$ cat src/rtl/hex_7seg_pkg.sv
// Shared constants and helpers for the hex 7-segment scan driver.
//   SEG_0..SEG_F : active-high {a,b,c,d,e,f,g} patterns for each hex digit
//   hex_to_seg   : nibble -> pattern
//   clog2        : ceiling log2, usable in parameter/localparam expressions
package hex_7seg_pkg;

  localparam logic [6:0] SEG_0 = 7'b1111110;
  localparam logic [6:0] SEG_1 = 7'b0110000;
  localparam logic [6:0] SEG_2 = 7'b1101101;
  localparam logic [6:0] SEG_3 = 7'b1111001;
  localparam logic [6:0] SEG_4 = 7'b0110011;
  localparam logic [6:0] SEG_5 = 7'b1011011;
  localparam logic [6:0] SEG_6 = 7'b1011111;
  localparam logic [6:0] SEG_7 = 7'b1110000;
  localparam logic [6:0] SEG_8 = 7'b1111111;
  localparam logic [6:0] SEG_9 = 7'b1111011;
  localparam logic [6:0] SEG_A = 7'b1110111;
  localparam logic [6:0] SEG_B = 7'b0011111;
  localparam logic [6:0] SEG_C = 7'b1001110;
  localparam logic [6:0] SEG_D = 7'b0111101;
  localparam logic [6:0] SEG_E = 7'b1001111;
  localparam logic [6:0] SEG_F = 7'b1000111;

  function automatic int clog2(input int n);
    int r;
    r = 0;
    for (int i = 0; i < 32; i++) begin
      if ((1 << r) < n) r = r + 1;
    end
    return r;
  endfunction

  function automatic logic [6:0] hex_to_seg(input logic [3:0] nib);
    logic [6:0] s;
    case (nib)
      4'h0: s = SEG_0;
      4'h1: s = SEG_1;
      4'h2: s = SEG_2;
      4'h3: s = SEG_3;
      4'h4: s = SEG_4;
      4'h5: s = SEG_5;
      4'h6: s = SEG_6;
      4'h7: s = SEG_7;
      4'h8: s = SEG_8;
      4'h9: s = SEG_9;
      4'hA: s = SEG_A;
      4'hB: s = SEG_B;
      4'hC: s = SEG_C;
      4'hD: s = SEG_D;
      4'hE: s = SEG_E;
      default: s = SEG_F;
    endcase
    return s;
  endfunction

endpackage

$ cat src/rtl/hex_7seg_lut.sv
// Combinational hex nibble -> active-high abcdefg decoder.
//   nibble_i : hex digit
//   seg_o    : {a,b,c,d,e,f,g}
module hex_7seg_lut
  import hex_7seg_pkg::*;
(
  input  logic [3:0] nibble_i,
  output logic [6:0] seg_o
);

  assign seg_o = hex_to_seg(nibble_i);

endmodule

$ cat src/rtl/hex_7seg_scan_driver.sv
// Time-multiplexed hex 7-segment display driver.
//   clk, reset_n : clock, async active-low reset
//   enable       : 1 scans, 0 darkens display and freezes counters
//   load         : capture value/dots into shadow registers
//   value, dots  : packed nibbles / decimal points, digit 0 least significant
//   blank_lz     : suppress leading zeros
//   seg, dp, an  : registered display pins (polarity set by *_ACT_LOW)
//   digit_idx    : digit currently scanned
//   frame_done   : 1-cycle pulse after the last digit wraps to digit 0
module hex_7seg_scan_driver
  import hex_7seg_pkg::*;
#(
  parameter int DIGITS       = 4,
  parameter int REFRESH_DIV  = 1000,
  parameter int BLANK_CYCLES = 2,
  parameter bit SEG_ACT_LOW  = 1'b0,
  parameter bit AN_ACT_LOW   = 1'b0,
  localparam int IDXW = (DIGITS > 1) ? clog2(DIGITS) : 1,
  localparam int CW   = clog2(REFRESH_DIV)
) (
  input  logic                  clk,
  input  logic                  reset_n,
  input  logic                  enable,
  input  logic                  load,
  input  logic [4*DIGITS-1:0]   value,
  input  logic [DIGITS-1:0]     dots,
  input  logic                  blank_lz,
  output logic [6:0]            seg,
  output logic                  dp,
  output logic [DIGITS-1:0]     an,
  output logic [IDXW-1:0]       digit_idx,
  output logic                  frame_done
);

  logic [4*DIGITS-1:0] shadow_val_q;
  logic [DIGITS-1:0]   shadow_dot_q;
  logic [CW-1:0]       cnt_q, cnt_d;
  logic [IDXW-1:0]     idx_q, idx_d;
  logic                fd_q;
  logic [3:0]          nib_q;
  logic                dot_q, blank_q;
  logic [6:0]          seg_q;
  logic                dp_q;
  logic [DIGITS-1:0]   an_q, an_d;

  logic                slot_start, slot_end, idx_last;
  logic [DIGITS-1:0]   zero_above;
  logic [3:0]          cur_nib;
  logic                cur_dot, cur_blank;
  logic [6:0]          lut_seg;

  assign slot_start = (cnt_q == '0);
  assign slot_end   = (cnt_q == CW'(REFRESH_DIV - 1));
  assign idx_last   = (idx_q == IDXW'(DIGITS - 1));

  // zero_above[i]: every nibble from i up to the top digit is zero
  always_comb begin
    zero_above = '0;
    for (int i = 0; i < DIGITS; i++)
      zero_above[i] = ((shadow_val_q >> (4 * i)) == '0);
  end

  // At slot start the digit is taken straight from the shadow (and latched on
  // the same edge) so the output register sees it with one cycle of latency.
  always_comb begin
    if (slot_start) begin
      cur_nib   = shadow_val_q[{idx_q, 2'b00} +: 4];
      cur_dot   = shadow_dot_q[idx_q];
      cur_blank = blank_lz && (idx_q != '0) && zero_above[idx_q];
    end else begin
      cur_nib   = nib_q;
      cur_dot   = dot_q;
      cur_blank = blank_q;
    end
  end

  hex_7seg_lut u_lut (
    .nibble_i (cur_nib),
    .seg_o    (lut_seg)
  );

  always_comb begin
    cnt_d = slot_end ? '0 : cnt_q + 1'b1;
    idx_d = idx_q;
    if (slot_end) idx_d = idx_last ? '0 : idx_q + 1'b1;
    an_d = '0;
    if (int'(cnt_q) >= BLANK_CYCLES) an_d[idx_q] = 1'b1;
  end

  always_ff @(posedge clk or negedge reset_n) begin
    if (!reset_n) begin
      shadow_val_q <= '0;
      shadow_dot_q <= '0;
      cnt_q        <= '0;
      idx_q        <= '0;
      fd_q         <= 1'b0;
      nib_q        <= '0;
      dot_q        <= 1'b0;
      blank_q      <= 1'b0;
      seg_q        <= '0;
      dp_q         <= 1'b0;
      an_q         <= '0;
    end else begin
      if (load) begin
        shadow_val_q <= value;
        shadow_dot_q <= dots;
      end
      if (enable) begin
        cnt_q <= cnt_d;
        idx_q <= idx_d;
        fd_q  <= slot_end && idx_last;
        if (slot_start) begin
          nib_q   <= cur_nib;
          dot_q   <= cur_dot;
          blank_q <= cur_blank;
        end
        seg_q <= cur_blank ? 7'b0 : lut_seg;
        dp_q  <= cur_dot;
        an_q  <= an_d;
      end else begin
        fd_q  <= 1'b0;
        seg_q <= '0;
        dp_q  <= 1'b0;
        an_q  <= '0;
      end
    end
  end

  // Polarity is applied only at the pins; internal state stays active-high.
  assign seg        = seg_q ^ {7{SEG_ACT_LOW}};
  assign dp         = dp_q ^ SEG_ACT_LOW;
  assign an         = an_q ^ {DIGITS{AN_ACT_LOW}};
  assign digit_idx  = idx_q;
  assign frame_done = fd_q;

endmodule
$ cat config.mk
export PLATFORM = sky130hd
export DESIGN_NAME = hex_7seg_scan_driver
export DESIGN_NICKNAME = d
export VERILOG_FILES = /design/src/rtl/hex_7seg_pkg.sv /design/src/rtl/hex_7seg_lut.sv /design/src/rtl/hex_7seg_scan_driver.sv
export SDC_FILE = /design/constraint.sdc
export NUM_CORES = 1
export LEC_CHECK = 0
export BUFFER_PORTS_ARGS = -buffer_cell sky130_fd_sc_hd__buf_2
export CELL_PAD_IN_SITES_DETAIL_PLACEMENT = 0
export CELL_PAD_IN_SITES_GLOBAL_PLACEMENT = 2
export CORE_ASPECT_RATIO = 0.7
export CORE_MARGIN = 2
export CORE_UTILIZATION = 39
export CTS_BUF_LIST = sky130_fd_sc_hd__clkbuf_8
export CTS_CLUSTER_DIAMETER = 100
export CTS_CLUSTER_SIZE = 14
export DETAILED_ROUTE_END_ITERATION = 8
export PLACE_DENSITY = 0.78
export SETUP_SLACK_MARGIN = 0.02
export SLEW_MARGIN = 10
export SYNTH_ARGS = -nofsm -noshare
export SYNTH_HDL_FRONTEND = slang
export SYNTH_SLANG_ARGS = --single-unit
$ cat constraint.sdc
create_clock -name clk -period 3.38 [get_ports clk]
set_input_delay 0.338 -clock clk [delete_from_list [all_inputs] [get_ports clk]]
set_output_delay 0.338 -clock clk [all_outputs]
set_load 0.02 [all_outputs]
; Word level (Yosys, flattened, before mapping)
; Memories as Yosys holds them, arrays and structs flattened.
; Cells that the tools add are included.
[word_totals]
regBits = 51
rom_bits = 112
in_bits = 25
output_inout_bits = 15
memories = 1
[op_classes]
n_addsub = 2
order_cmp = 3
n_eq_ne = 2
shifts = 1
mux = 17
n_reduce_logical = 12
[mem_list]
columns = memory, words, width, read_ports, rd_clocked_by_memory_dff, write_ports, line_no
row1 = (name not given), 16, 7, 1, 0, 0, hex_7seg_pkg.sv:35  ; case (nib)
[ops]
columns = operator, count
row1 = $logic_not 16->1, 4
row2 = $shiftx 16x5->4, 1
row3 = $mux 7, 2
row4 = $mux 4, 3
row5 = $add 10x1->10 const B, 1
row6 = $eq 10x10->1 const B, 1
row7 = $ge 10x2->1 const B, 1
row8 = $logic_not 10->1, 1
row9 = $mux 10, 1
row10 = $mux 1, 7
row11 = $bmux 1 s2, 2
row12 = $logic_and 1x1->1, 4
row13 = $reduce_and 2->1, 2
row14 = $lt 2x3->1 const B, 1
row15 = $add 2x1->2 const B, 1
row16 = $demux 1 s2, 1
row17 = $eq 2x2->1 const B, 1
row18 = $ge 2x1->1 const B, 1
row19 = $mux 2, 1
row20 = $reduce_bool 2->1, 1

; Longest topological paths before layout
[depth]
word_depth = 7
ltp_mapped = 11
depth_no_buf = 11

; Hierarchy
; From an unflattened synthesis, not the netlist that was laid out.
[unflattened]
hier_cells = 212
hier_area_um2 = 2651.3
[by_module_without_submodules]
columns = module, instances, cells_per_inst, area_per_inst_um2
row1 = hex_7seg_scan_driver, 1, 179, 2363.5
row2 = hex_7seg_lut, 1, 33, 287.8

; Least setup slack after synthesis
; Ideal clock, no wire load.
[synth_path]
path_kind = reg2reg
from = register idx_q[0] (netlist: digit_idx[0])
to = register seg_q[6] (netlist: seg[6])
arrival_ns = 2.479
t_required_ns = 3.303
slack_ns = 0.824
path_stages_with_launch = 11
synth_period_minus_slack_ns = 2.556
cell_sequence = dfrtp_1 -> buf_6 -> mux4_1 -> mux2i_1 -> inv_1 -> ha_1 -> inv_1 -> o21ai_0 -> o221ai_1 -> o21ai_0 -> a21oi_2
[synth_lines]
columns = item, line_no
row1 = "start, declared", hex_7seg_scan_driver.sv:38  ; logic [IDXW-1:0] idx_q, idx_d;
row2 = "start signal, assigned", hex_7seg_scan_driver.sv:110  ; idx_q <= idx_d;
row3 = $shiftx 16x5->4, hex_7seg_scan_driver.sv:67  ; cur_nib = shadow_val_q[{idx_q, 2'b00} +: 4];
row4 = $mux 4, hex_7seg_scan_driver.sv:66  ; if (slot_start) begin
row5 = via cur_nib[0], hex_7seg_scan_driver.sv:48  ; logic [3:0] cur_nib;
row6 = $mem_v2 16x7, -
row7 = $mux 7, hex_7seg_scan_driver.sv:117  ; seg_q <= cur_blank ? 7'b0 : lut_seg;
row8 = $mux 7, hex_7seg_scan_driver.sv:108  ; if (enable) begin
row9 = "end signal, assigned", hex_7seg_scan_driver.sv:117
row10 = "end, declared", hex_7seg_scan_driver.sv:42  ; logic [6:0] seg_q;
; The timed path passes the listed nets, and every way through them passes these cells. The select of a mux whose other input is x is not followed.
; A chain may end at the register's enable or synchronous reset.

; Final worst setup path
[layout_path]
from = register cnt_q[9]
to = register seg_q[6] (netlist: seg[6])
[layout_between]
elab_chain_len = 5
[layout_lines]
columns = item, line_no
row1 = "start, declared", hex_7seg_scan_driver.sv:37  ; logic [CW-1:0] cnt_q, cnt_d;
row2 = "start signal, assigned", hex_7seg_scan_driver.sv:109  ; cnt_q <= cnt_d;
row3 = $logic_not 10->1, hex_7seg_scan_driver.sv:52  ; assign slot_start = (cnt_q == '0);
row4 = $mux 4, hex_7seg_scan_driver.sv:66
row5 = via cur_nib[0], hex_7seg_scan_driver.sv:48
row6 = $mem_v2 16x7, -
row7 = $mux 7, hex_7seg_scan_driver.sv:117
row8 = $mux 7, hex_7seg_scan_driver.sv:108
; The timed path passes the listed nets, and every way through them passes these cells.

==> metrics.txt <==
# TYPE chip_impl_metric gauge
chip_impl_metric{name="design_area",unit="mm2"} 0.00297
chip_impl_metric{name="cts.hold.buffers_added",unit=""} 0
chip_impl_metric{name="cp_data_required_time",unit="ns"} 3.62
chip_impl_info{name="post-synth-top-count-cell",value="sky130_fd_sc_hd__dfrtp_1"} 1
chip_impl_metric{name="floorplan.die_area",unit="mm2"} 0.00733
chip_impl_metric{name="routed-via-count",unit=""} 1714
chip_impl_metric{name="layout_overhead_on_the_synthesized_area",unit="%"} 14.5
chip_impl_metric{name="ys_seq_elements",unit=""} 51
chip_impl_metric{name="globalRoute.totalOverflow",unit=""} 0
chip_impl_metric{name="max_clock_skew",unit="ns"} 0.0102
chip_impl_metric{name="synth-simple-area-share",unit=""} 0.130
chip_impl_info{name="synth.cells.most_frequent",value="sky130_fd_sc_hd__dfrtp_1, sky130_fd_sc_hd__mux2_2, sky130_fd_sc_hd__ha_1"} 1
chip_impl_metric{name="top_cell_type_s_share_of_synthesized_area",unit=""} 0.492
chip_impl_metric{name="arr_time_crit_path",unit="ns"} 3.01
chip_impl_metric{name="remaining_drc_errors",unit=""} 0
chip_impl_metric{name="initialDrtViolationCount",unit=""} 57
chip_impl_metric{name="dpl_worst_slack",unit="ns"} 0.598
chip_impl_metric{name="final_nets",unit=""} 290
chip_impl_metric{name="layout.filler_cells",unit=""} 609
chip_impl_info{name="clock_tree_from_tritoncts",value="built"} 1
chip_impl_metric{name="mappedNetlistArea",unit="mm2"} 0.00259
chip_impl_metric{name="clock_sinks",unit=""} 51
chip_impl_metric{name="grt_antenna_before_repair",unit=""} 0
chip_impl_info{name="yosys_most_used_dff",value="sky130_fd_sc_hd__dfrtp_1"} 1
chip_impl_metric{name="grt_start_max_net_pins",unit=""} 28
chip_impl_info{name="outcome",value="completed"} 1
chip_impl_metric{name="die-height",unit="um"} 72.2
chip_impl_metric{name="vdd.ir_drop.worst",unit="mV"} 0.277
chip_impl_metric{name="route.detailed.vias_per_inst",unit=""} 4.98
chip_impl_metric{name="power",unit="mW"} 1.92
chip_impl_metric{name="finalSetupViolations",unit=""} 0
chip_impl_metric{name="max_cap_viol_count",unit=""} 0
chip_impl_metric{name="synthesis.instances",unit=""} 212
chip_impl_metric{name="final_cells",unit=""} 344
chip_impl_metric{name="port_buffers",unit=""} 39
chip_impl_info{name="critical_path.endpoint_type",value="flop"} 1
chip_impl_metric{name="power_density",unit="mW/mm2"} 647
chip_impl_metric{name="cts_repair_resize_count",unit=""} 0
chip_impl_metric{name="ff_latch_area",unit="mm2"} 0.00128
chip_impl_metric{name="die_width",unit="um"} 101
chip_impl_metric{name="post_detailed_route_wirelength_per_cell",unit="um"} 14.6
chip_impl_metric{name="finalWirelength",unit="um"} 5040
chip_impl_metric{name="timing.critical_path.fanout_max",unit=""} 8
chip_impl_info{name="most_area_consuming_cells_after_synthesis",value="sky130_fd_sc_hd__dfrtp_1, sky130_fd_sc_hd__mux2_2, sky130_fd_sc_hd__ha_1"} 1
chip_impl_info{name="critPathKind",value="reg -> reg"} 1
chip_impl_info{name="cts-root-buf",value="sky130_fd_sc_hd__clkbuf_8"} 1
chip_impl_metric{name="period_needed",unit="ns"} 2.77
chip_impl_metric{name="post_synth_xor_area_fraction",unit=""} 0.0236
chip_impl_metric{name="cts.reportedPaths.clkPinSlew",unit="ns"} 0.10
chip_impl_metric{name="post_synth_fa_ha_maj_area_fraction",unit=""} 0.0627
chip_impl_info{name="critPathLaunchType",value="flop"} 1
chip_impl_metric{name="syn_area_per_cell",unit="um2"} 12.2
chip_impl_metric{name="detailedRoute.firstPassIterationCount",unit=""} 4
chip_impl_metric{name="postPlaceCellArea",unit="mm2"} 0.00288
chip_impl_info{name="synth_top_cell_by_area",value="sky130_fd_sc_hd__dfrtp_1"} 1
chip_impl_metric{name="first_global_vias",unit=""} 1618
chip_impl_metric{name="coreArea",unit="mm2"} 0.00634
chip_impl_metric{name="ports_placed_on_the_boundary",unit=""} 40
chip_impl_metric{name="placed_cells_incl_taps",unit=""} 336
chip_impl_metric{name="drt.antenna.violating_nets",unit=""} 0
chip_impl_metric{name="finalHoldViolations",unit=""} 0
chip_impl_metric{name="ys.warnings.count",unit=""} 0
chip_impl_metric{name="fmaxAchievable",unit="GHz"} 0.361
chip_impl_metric{name="htree_num_levels",unit=""} 2
chip_impl_metric{name="finalCoreUtilization",unit=""} 0.469
chip_impl_metric{name="final-max-slew-violation-count",unit=""} 0
chip_impl_metric{name="floorplan.rows",unit=""} 24
chip_impl_metric{name="tns",unit="ns"} 0
chip_impl_metric{name="yosys.cell_types.count",unit=""} 43
chip_impl_metric{name="worst_slew_margin_rel",unit=""} 0.621
chip_impl_metric{name="setup.reg_to_reg.worst_slack",unit="ns"} 0.61
chip_impl_metric{name="finalWeightedCongestion",unit=""} 0.824
chip_impl_metric{name="power_leakage",unit="nW"} 1.40
chip_impl_metric{name="hold_slack",unit="ns"} 0.0223
chip_impl_metric{name="cts-buffers-inserted",unit=""} 5
chip_impl_metric{name="worst_slew_pin_slew",unit="ns"} 0.553
chip_impl_metric{name="post_cts.repair.setup_buffers",unit=""} 0
chip_impl_metric{name="grtUsageTotal",unit=""} 0.150
chip_impl_metric{name="layout_setup_ws",unit="ns"} 0.607
chip_impl_metric{name="clk-insertion-delay-late",unit="ns"} 0.31
chip_impl_metric{name="proportion_of_synthesized_flip_flops_having_asynchronous_set_or_reset",unit=""} 1.00
chip_impl_metric{name="fraction_of_the_mapped_netlist_area_in_compound_gates",unit=""} 0.0767
chip_impl_metric{name="cts.path.max_buffers",unit=""} 2
chip_impl_info{name="main_combinational_cell_family_by_area_after_synthesis",value="multiplexers"} 1
chip_impl_metric{name="diodes",unit=""} 0
chip_impl_metric{name="first_pass_grt_wire_length",unit="um"} 8470
chip_impl_metric{name="place.detailed.hpwl",unit="um"} 3760
chip_impl_info{name="timing.hold.worst.class",value="in -> async"} 1
chip_impl_info{name="rsz0062_at_grt",value="no"} 1
chip_impl_metric{name="synth_fp_nets",unit=""} 250
chip_impl_metric{name="drive_gt1_frac",unit=""} 0.328
chip_impl_metric{name="muxShareOfSynthArea",unit=""} 0.185
chip_impl_metric{name="multiInputGateArea",unit="mm2"} 0.00124
chip_impl_metric{name="yosysSeqAreaShare",unit=""} 0.492
chip_impl_metric{name="synth_edf_count",unit=""} 0
chip_impl_metric{name="period_share",unit=""} 0.821
chip_impl_metric{name="initial_utilization",unit=""} 0.409
logic make-up (layout without fill, tap and decap cells):
family,Yosys count,after routing
muxes,37,37
buffers and inverters,18,59
DFF,51,51
xor gates and xnor gates,7,7
and+or+nand+nor,57,57
AOI/OAI and AO/OA,29,29
adders and majority gates,13,13
registers in the layout, indices dropped and copies added, names as in the netlist:
register	flops
shadow_val_q	16
cnt_q	10
seg	7
an	4
nib_q	4
shadow_dot_q	4
digit_idx	2
blank_q	1
dot_q	1
dp	1
frame_done	1
critical path: stages (launching register included):
cell and delay (ns):
sky130_fd_sc_hd__dfrtp_1 0.46, sky130_fd_sc_hd__nor4_4 0.44, sky130_fd_sc_hd__nand3_2 0.27, sky130_fd_sc_hd__mux2i_1 0.52, sky130_fd_sc_hd__inv_1 0.13, sky130_fd_sc_hd__ha_1 0.29, sky130_fd_sc_hd__inv_1 0.11, sky130_fd_sc_hd__o21ai_0 0.07
sky130_fd_sc_hd__o221ai_1 0.16, sky130_fd_sc_hd__o21ai_0 0.13, sky130_fd_sc_hd__a21oi_2 0.13
final timing paths:
kind	start	endpoint	cells after the start
worst max-delay path	cnt_q[9]	seg[6]	10
worst min-delay path	reset_n	shadow_val_q[12]	1
worst max register to register	cnt_q[9]	seg[6]	10
worst min register to register	blank_q	blank_q	1
max in group asynchronous	reset_n	cnt_q[8]	2
min in group clk	value[2]	shadow_val_q[2]	2
placed cells by master, fill, tap and decap left out, types with 2 or more instances in the layout:
cell type,instances
sky130_fd_sc_hd__nor4_1,6
sky130_fd_sc_hd__or3_1,2
sky130_fd_sc_hd__buf_2,39
sky130_fd_sc_hd__mux2_2,26
sky130_fd_sc_hd__buf_4,2
sky130_fd_sc_hd__nor2_1,10
sky130_fd_sc_hd__a21oi_1,2
sky130_fd_sc_hd__clkbuf_8,5
sky130_fd_sc_hd__nand2_1,12
sky130_fd_sc_hd__nand3_1,5
sky130_fd_sc_hd__nor4_4,2
sky130_fd_sc_hd__nand4_1,4
sky130_fd_sc_hd__a221oi_1,3
sky130_fd_sc_hd__and3_1,2
sky130_fd_sc_hd__ha_1,13
sky130_fd_sc_hd__and2_1,5
sky130_fd_sc_hd__mux4_1,4
sky130_fd_sc_hd__dfrtp_1,51
sky130_fd_sc_hd__a211oi_1,4
sky130_fd_sc_hd__mux2i_1,6
sky130_fd_sc_hd__xor2_1,2
sky130_fd_sc_hd__o21ai_0,10
sky130_fd_sc_hd__xnor2_1,5
sky130_fd_sc_hd__inv_1,10
sky130_fd_sc_hd__a21o_1,2
cell type report:
class                      instances  area share
clock buffer                       5      0.0232
clock inverter                     3     0.00759
inverter                          10      0.0126
multi-input combinational        143       0.418
sequential                        51       0.430
tap                               91      0.0383
timing repair buffer              41      0.0708
routing by layer:
| metal | vias up | part of all wire | track usage |
|---|---|---|---|
| met5 | - | 0 | 0 |
| met4 | 0 | 0.011 | 0.0405 |
| met3 | 7 | 0.049 | 0.0376 |
| met2 | 35 | 0.38 | 0.201 |
| met1 | 823 | 0.56 | 0.239 |
| li1 | 849 | - | - |
report_power, final:
part           internal [mW]  switching (mW)  total [mW]  leakage [nW]
clock network          0.149           0.219       0.368        0.0485
registers              0.738           0.106       0.844         0.624
logic                  0.313           0.396       0.709         0.724
total                   1.20           0.721        1.92          1.40
Power figures use the tool's default switching activity.
